File: config.mk
export PLATFORM = sky130hd
export DESIGN_NAME = if_stage
export DESIGN_NICKNAME = d
export VERILOG_FILES = /design/src/rtl/mips_pkg.sv /design/src/rtl/if_stage_if_id_reg.sv /design/src/rtl/if_stage.sv
export SDC_FILE = /design/constraint.sdc
export NUM_CORES = 1
export LEC_CHECK = 0
export BUFFER_PORTS_ARGS = -buffer_cell sky130_fd_sc_hd__buf_4
export CORE_MARGIN = 2
export CORE_UTILIZATION = 47
export DETAILED_ROUTE_END_ITERATION = 10
export PLACE_DENSITY_LB_ADDON = 0.12
export SYNTH_ARGS = -nofsm -noshare
export SYNTH_HDL_FRONTEND = slang
export SYNTH_SLANG_ARGS = --single-unit
File: constraint.sdc
create_clock -name clk -period 2.8 [get_ports clk]
set_input_delay 0.14 -clock clk [delete_from_list [all_inputs] [get_ports clk]]
set_output_delay 0.14 -clock clk [all_outputs]
set_load 0.03 [all_outputs]
File: src/rtl/mips_pkg.sv
// Shared MIPS pipeline definitions: word width, bubble encoding, IF state type
// and the branch/jump opcodes decoded in ID/EX.
package mips_pkg;

    localparam int unsigned WORD_W = 32;

    localparam logic [WORD_W-1:0] NOP_WORD = 32'd0;

    typedef enum logic [1:0] {
        S_BOOT   = 2'd0,
        S_RUN    = 2'd1,
        S_FROZEN = 2'd2
    } if_state_t;

    localparam logic [5:0] OP_BEZ = 6'b101000;
    localparam logic [5:0] OP_BNE = 6'b101001;
    localparam logic [5:0] OP_JMP = 6'b101010;

endpackage

File: src/rtl/if_stage_if_id_reg.sv
// Generic pipeline register carrying {pc, instr, valid} with flush > load > hold
// priority; reused for the other stage boundaries.
module if_id_reg
    import mips_pkg::*;
#(
    parameter int unsigned       W      = WORD_W,
    parameter logic [W-1:0]      BUBBLE = NOP_WORD
) (
    input  logic         clk,
    input  logic         rst_n,
    input  logic         load,
    input  logic         flush,
    input  logic [W-1:0] d_pc,
    input  logic [W-1:0] d_instr,
    output logic [W-1:0] q_pc,
    output logic [W-1:0] q_instr,
    output logic         q_valid
);

    always_ff @(posedge clk) begin
        if (!rst_n) begin
            q_pc    <= '0;
            q_instr <= BUBBLE;
            q_valid <= 1'b0;
        end else if (flush) begin
            q_pc    <= '0;
            q_instr <= BUBBLE;
            q_valid <= 1'b0;
        end else if (load) begin
            q_pc    <= d_pc;
            q_instr <= d_instr;
            q_valid <= 1'b1;
        end
    end

endmodule

File: src/rtl/if_stage.sv
// MIPS instruction-fetch stage: PC, boot/run/frozen FSM, redirect and
// out-of-range bubbling. Define IF_PERF_CNT_EN to build fetch/bubble counters.
module if_stage
    import mips_pkg::*;
#(
    parameter logic [31:0] RESET_PC = 32'd0,
    parameter logic [31:0] LAST_PC  = 32'd228,
    parameter logic [31:0] NOP_WORD = mips_pkg::NOP_WORD
) (
    input  logic        clk,
    input  logic        rst_n,
    input  logic        freeze,
    input  logic        branch_taken,
    input  logic [31:0] branch_target,
    output logic [31:0] imem_addr,
    input  logic [31:0] imem_data,
    output logic [31:0] if_id_pc,
    output logic [31:0] if_id_instr,
    output logic        if_id_valid,
    output logic [31:0] fetch_count,
    output logic [31:0] bubble_count
);

    logic [31:0] pc;
    logic [31:0] pc_next;
    logic [31:0] pc_plus4;
    if_state_t   state;
    if_state_t   state_next;
    logic        in_range;
    logic        reg_load;
    logic        reg_flush;

    assign pc_plus4  = pc + 32'd4;
    assign in_range  = (pc <= LAST_PC);
    assign imem_addr = pc;

    // Boot and frozen-release cycles fetch exactly like run; the FSM records
    // context but does not alter the datapath priority.
    always_comb begin
        pc_next    = pc;
        state_next = state;
        reg_load   = 1'b0;
        reg_flush  = 1'b0;
        if (branch_taken) begin
            pc_next    = {branch_target[31:2], 2'b00};
            reg_flush  = 1'b1;
            state_next = S_RUN;
        end else if (freeze) begin
            state_next = S_FROZEN;
        end else begin
            pc_next    = pc_plus4;
            state_next = S_RUN;
            if (in_range) begin
                reg_load = 1'b1;
            end else begin
                reg_flush = 1'b1;
            end
        end
    end

    always_ff @(posedge clk) begin
        if (!rst_n) begin
            pc    <= RESET_PC;
            state <= S_BOOT;
        end else begin
            pc    <= pc_next;
            state <= state_next;
        end
    end

    if_id_reg #(
        .W      (32),
        .BUBBLE (NOP_WORD)
    ) u_if_id (
        .clk     (clk),
        .rst_n   (rst_n),
        .load    (reg_load),
        .flush   (reg_flush),
        .d_pc    (pc_plus4),
        .d_instr (imem_data),
        .q_pc    (if_id_pc),
        .q_instr (if_id_instr),
        .q_valid (if_id_valid)
    );

`ifdef IF_PERF_CNT_EN
    logic [31:0] fetch_q;
    logic [31:0] bubble_q;

    always_ff @(posedge clk) begin
        if (!rst_n) begin
            fetch_q  <= '0;
            bubble_q <= '0;
        end else begin
            if (reg_load && (fetch_q != '1)) begin
                fetch_q <= fetch_q + 32'd1;
            end
            if (reg_flush && (bubble_q != '1)) begin
                bubble_q <= bubble_q + 32'd1;
            end
        end
    end

    assign fetch_count  = fetch_q;
    assign bubble_count = bubble_q;
`else
    assign fetch_count  = '0;
    assign bubble_count = '0;
`endif

endmodule

==> results of run 1 <==
state kept, by name, indices dropped and copies added (netlist names):
| signal | flops |
|---|---|
| u_if_id.q_pc | 30 |
| u_if_id.q_valid | 1 |
| imem_addr | 30 |
| u_if_id.q_instr | 32 |
worst max-delay path by stage:
stage	startpoint	slack (ns)	cells past startpoint	endpoint
2_1_floorplan	imem_addr[2]	0.58	6	imem_addr[18]
3_3_place_gp	imem_addr[2]	0.59	7	u_if_id.q_valid
3_5_place_dp	imem_addr[2]	0.55	7	u_if_id.q_instr[3]
4_1_cts	imem_addr[2]	0.54	7	u_if_id.q_instr[30]
5_1_grt	imem_addr[2]	0.35	7	u_if_id.q_instr[2]
6_report	imem_addr[2]	0.52	5	imem_addr[26]
per-layer routing:
metal  share of wire [%]  wire length [um]
met1                  44              5920
met2                  46              6300
met3                 7.7              1050
met4                 2.1               278
met5                   0                 0
critical path: cells and delay by family (launching register included):
family | cells | cell delay (ns)
AND/OR/NAND/NOR | 3 | 1.16
flip-flops | 1 | 0.52
adder cells (fa/ha/maj) | 1 | 0.33
AO/OA/AOI/OAI | 1 | 0.20
cell usage after synthesis (8+ instances only):
library cell,number,area [um2]
and2_1,22,138
nand3_1,8,40.0
nor3_1,14,70.1
inv_1,8,30.0
o31ai_1,35,263
dfxtp_1,93,1860
clkbuf_1,36,135
o21ai_0,21,105
a31oi_1,9,56.3
nor2_1,14,52.6
nand2_1,24,90.1
a21oi_1,8,40.0
xnor2_1,9,78.8
buf_4,71,533
nor4_1,9,56.3
a211oi_1,33,248
o21a_1,8,60.1
buf_2,10,50.1
nand4_1,47,294
logic make-up (layout without fill, tap and decap cells):
logic type / count (synthesis) / count (layout)
fa+ha+maj: 3 / 3
compound gates: 145 / 145
other cells: 1 / 68
mux: 1 / 1
buf+inv: 129 / 198
simple gates: 177 / 177
flops: 93 / 93
xor+xnor: 15 / 15
power groups by stage:
stage	Sequential (W)	Clock, W	Combinational, W
2_1_floorplan	0.00148	0	0.000384
3_3_place_gp	0.00144	0	0.000515
3_5_place_dp	0.00144	0	0.000521
4_1_cts	0.00141	0.000891	0.000525
5_1_grt	0.00142	0.000940	0.000564
6_report	0.00141	0.000878	0.000528
through the flow:
step                instances  cell area [um2]  utilization (%)
floorplan                 631             5190                -
global placement          817             5920             57.6
detailed placement        817             5920             57.6
CTS                       836             6130             59.7
global route              836             6130             59.7
finish                    836             6130             59.7
area by class of cell:
cell class | instances | area share (%)
repair buffers | 173 | 21.3
inverters | 9 | 0.551
multi-input cells | 409 | 42.0
clock buffers | 9 | 2.02
flip-flops and latches | 93 | 30.3
well taps | 136 | 2.77
clock inverters | 7 | 0.979
==> results.sh, run 1 <==
export IMPL_required_ns=3.09
export IMPL_synth_mux_area_share_pct=0.203
export IMPL_grt_pass1_vias=4219
export IMPL_antenna_found_initial=0
export IMPL_vias=4643
export IMPL_io_pins=229
export IMPL_hold_violations=0
export IMPL_cts_sinks=93
export IMPL_area_growth_pct=24.2
export IMPL_yosysWarningCount=0
export IMPL_antenna_cells=0
export IMPL_setup_ws_ns=0.523
export IMPL_timing_rr_start="imem_addr[2]"
export IMPL_leakagePower_nw=2.50
export IMPL_grt_use_met1_pct=30.9
export IMPL_synthArstFlopShare_pct=0
export IMPL_synth_edf_count=0
export IMPL_power_share_switching_pct=34.0
export IMPL_use_met2_pct=35.9
export IMPL_drv_cap=0
export IMPL_yosysSeqAreaShare_pct=37.7
export IMPL_p_seq_share_pct=50.1
export IMPL_nets=766
export IMPL_setup_tns_final_ns=0
export IMPL_period_share_pct=81.3
export IMPL_cp_max_fo=8
export IMPL_port_buffers=158
export IMPL_hold_path_depth=2
export IMPL_reg2reg_depth=5
export IMPL_multiInputGateArea_mm2=0.00258
export IMPL_power_w=0.00282
export IMPL_wirelength_mm=13.6
export IMPL_grt_busiest_layer="met2"
export IMPL_cts_root_buffer_cell="clkbuf_8"
export IMPL_rsz0062_at_grt="no"
export IMPL_start_kind="flip-flop"
export IMPL_pwr_share_comb_pct=18.7
export IMPL_layout_commonest_cell="buf_4"
export IMPL_synth_xor_area_share_pct=2.66
export IMPL_synth_compound_area_share_pct=21.6
export IMPL_slowest_delay_ns=0.52
export IMPL_ff_latch_area_mm2=0.00186
export IMPL_vdd_drop_max_mv=0.319
export IMPL_yosys_area_share_simple_pct=21.5
export IMPL_drtAntennaViolNets=0
export IMPL_grt_first_pass_wirelength_mm=21.1
export IMPL_min_period_ns=2.28
export IMPL_power_switching_w=0.000958
export IMPL_drc_errors=0
export IMPL_syn_area_per_cell_um2=8.76
export IMPL_firstDrtPassIters=5
export IMPL_worstMarginPinSlew_ns=1.21
export IMPL_holdWs_ns=0.0168
export IMPL_start_util_pct=48.1
export IMPL_critPathKind="reg -> reg"
export IMPL_synth_top_family_by_area="compound AO/OA/AOI/OAI gates"
export IMPL_critPathSlowestCell="dfxtp_1"
export IMPL_cts_max_level=3
export IMPL_r2r_end="imem_addr[26]"
export IMPL_place_congestion=0.873
export IMPL_cts_resized=0
export IMPL_die_x_um=107
export IMPL_post_synth_fa_ha_maj_area_fraction_pct=0.760
export IMPL_insertion_delay_ns=0.37
export IMPL_cts_tree="built"
export IMPL_critPathArrivalTime_ns=2.57
export IMPL_preCtsSetupSlack_ns=0.550
export IMPL_grt_overflow=0
export IMPL_cts_setup_buffers=0
export IMPL_fmax_mhz=439
export IMPL_cts_inserted_buffers=9
export IMPL_ys_seq_elements=93
export IMPL_critical_path_cell_chain="ha_1 -> nand3_4 -> or3_1 -> or4_1 -> a31oi_1"
export IMPL_crit_path_end_kind="flip-flop"
export IMPL_hp_start="branch_target[21]"
export IMPL_layout_drive_gt1_share_pct=28.0
export IMPL_syn_cell_area_mm2=0.00494
export IMPL_grt_util_met3_pct=4.84
export IMPL_setup_viol=0
export IMPL_drt_initial_drc_count=265
export IMPL_cts_hold_buf=3
export IMPL_clkTransAtPathRegs_ns=0.11
export IMPL_power_frac_clock_pct=31.2
export IMPL_core_area_mm2=0.0103
export IMPL_synth_distinct_cells=53
export IMPL_cts_buffer_depth=2
export IMPL_powerDensity_mw_per_mm2=460
export IMPL_status="finished clean"
export IMPL_num_rows=37
export IMPL_rrSetupSlack_ns=0.52
export IMPL_grt_start_max_net_pins=40
export IMPL_die_h_um=107
export IMPL_relSlewSlack_pct=19.1
export IMPL_nFillCells=936
export IMPL_avgViaCountPerCell=5.55
export IMPL_grt_total_usage_pct=22.9
export IMPL_routedWlPerCell_um=16.2
export IMPL_final_cell_mix="170 x buf_4, 93 x dfxtp_1, 68 x conb_1, 47 x nand4_1, 35 x o31ai_1"
export IMPL_ys_flop_type="dfxtp_1"
export IMPL_slew_viol_final=0
export IMPL_dieArea_mm2=0.0113
export IMPL_hpwl_mm=9.34
export IMPL_p_int_w=0.00186
export IMPL_hold_path_end="imem_addr[21]"
export IMPL_min_path_type="in -> reg"
export IMPL_netlist_instances=564
export IMPL_finClkSkew_ns=0.0142
Power figures use the tool's default switching activity.
==> inputs of run 2 (changes only) <==
Settings changed: CORE_UTILIZATION 47 to 43.
Clock period 2.8 ns to 2 ns, I/O delays scaled along.
==> results.sh, run 2 (synthesized netlist as in run 1, its figures left out) <==
export IMPL_start_kind="flip-flop"
export IMPL_regMostFlops="u_if_id.q_instr"
export IMPL_cp_max_fo=18
export IMPL_insertion_delay_ns=0.34
export IMPL_nFillCells=1002
export IMPL_cts_sinks=93
export IMPL_min_period_ns=1.90
export IMPL_core_area_mm2=0.0113
export IMPL_drtAntennaViolNets=0
export IMPL_final_cell_mix="208 x buf_4, 88 x dfxtp_1, 68 x conb_1, 47 x nand4_1, 35 x o31ai_1"
export IMPL_firstDrtPassIters=5
export IMPL_die_x_um=111
export IMPL_period_share_pct=94.9
export IMPL_largest_reg_flops=32
export IMPL_setup_viol=0
export IMPL_antenna_cells=0
export IMPL_die_h_um=111
export IMPL_layout_commonest_cell="buf_4"
export IMPL_avgViaCountPerCell=5.40
export IMPL_setup_ws_ns=0.101
export IMPL_powerDensity_mw_per_mm2=679
export IMPL_antenna_found_initial=0
export IMPL_io_pins=229
export IMPL_hold_violations=0
export IMPL_clkTransAtPathRegs_ns=0.08
export IMPL_drv_cap=0
export IMPL_cts_buffer_depth=2
export IMPL_start_util_pct=43.6
export IMPL_grt_total_usage_pct=22.0
export IMPL_required_ns=2.22
export IMPL_dieArea_mm2=0.0124
export IMPL_min_path_type="in -> reg"
export IMPL_hpwl_mm=10.0
export IMPL_routedWlPerCell_um=15.9
export IMPL_grt_overflow=0
export IMPL_nets=809
export IMPL_critPathArrivalTime_ns=2.12
export IMPL_layout_drive_gt1_share_pct=33.8
export IMPL_design_area_mm2=0.00670
export IMPL_grt_pass1_vias=4447
export IMPL_wirelength_mm=14.1
export IMPL_slew_viol_final=0
export IMPL_cts_max_level=3
export IMPL_cts_inserted_buffers=9
export IMPL_rsz0062_at_grt="no"
export IMPL_crit_path_end_kind="flip-flop"
export IMPL_area_growth_pct=35.6
export IMPL_drc_errors=0
export IMPL_finClkSkew_ns=0.0118
export IMPL_port_buffers=158
export IMPL_preCtsSetupSlack_ns=-0.107
export IMPL_cts_root_buffer_cell="clkbuf_16"
export IMPL_grt_first_pass_wirelength_mm=22.5
export IMPL_layoutNonFillerInstCount=886
export IMPL_drt_initial_drc_count=237
export IMPL_status="finished clean"
export IMPL_num_rows=39
export IMPL_dpl_instance_area_mm2=0.00628
export IMPL_critPathKind="reg -> reg"
export IMPL_vias=4781
export IMPL_place_congestion=0.847
export IMPL_cts_tree="built"
export IMPL_placed_cells=864
export IMPL_grt_start_max_net_pins=36
export IMPL_holdWs_ns=0.0160
export IMPL_fmax_mhz=527
export IMPL_vdd_drop_max_mv=0.510
export IMPL_final_util_pct=59.2
export IMPL_leakagePower_nw=2.79
[run 2: changes by cell type in the layout (fill, tap and decap cells not counted), sizes merged]
cell / change
buf: +43
clkinv: -1
clkinvlp: +1
[run 2: worst max-delay path, stage by stage (launching register included)]
cell	delay [ns]
dfxtp_4	0.41
inv_1	0.06
ha_1	0.19
o21ba_2	0.22
o211a_2	0.34
a21oi_4	0.31
buf_12	0.19
a211oi_1	0.06
[run 2: worst paths after layout]
kind	slack, ns	end	startpoint	cells past startpoint
min reg2reg	0.47	u_if_id.q_pc[12]	u_if_id.q_pc[12]	1
max	0.10	u_if_id.q_instr[6]	imem_addr[2]	7
min	0.02	imem_addr[21]	branch_target[21]	2
max reg2reg	0.10	u_if_id.q_instr[6]	imem_addr[2]	7
[run 2: area by class of cell]
| class | instances | area, um2 | share of cell area, % |
|---|---|---|---|
| tap | 143 | 179 | 2.67 |
| timing repair buffer | 216 | 1680 | 25.0 |
| inverter | 9 | 33.8 | 0.504 |
| multi-input combinational | 409 | 2640 | 39.3 |
| clock inverter | 7 | 75.1 | 1.12 |
| clock buffer | 9 | 225 | 3.36 |
| sequential | 93 | 1870 | 28.0 |
[run 2: through the flow]
stage	setup TNS [ns]	total power (W)
final	0	0.00455
after detailed placement	-0.581	0.00283
after global routing	0	0.00473
after global placement	-0.429	0.00282
after floorplan	0	0.00261
after CTS	0	0.00458
[run 2: power by group]
| group | internal, W | total, W | switching, W |
|---|---|---|---|
| sequential | 0.00189 | 0.00195 | 0.0000544 |
| clock | 0.000891 | 0.00173 | 0.000844 |
| combinational | 0.000305 | 0.000868 | 0.000564 |
[run 2: what timing repair did]
| item | in CTS | in global routing |
|---|---|---|
| endpoints found under the hold margin | 3 | 0 |
| buffers inserted | 0 | 3 |
| gates resized for setup | 2 | 12 |
| pin swaps | 0 | 3 |
| hold buffers | 3 | 0 |
| setup endpoints to repair | 19 | 45 |
[run 2: metal layers]
layer	track usage [%]	part of all wire, %	up-vias
met5	0	0	-
met4	6.67	1.4	0
met3	5.85	8.4	17
met2	33.9	46	203
met1	30.0	45	2239
li1	-	-	2322
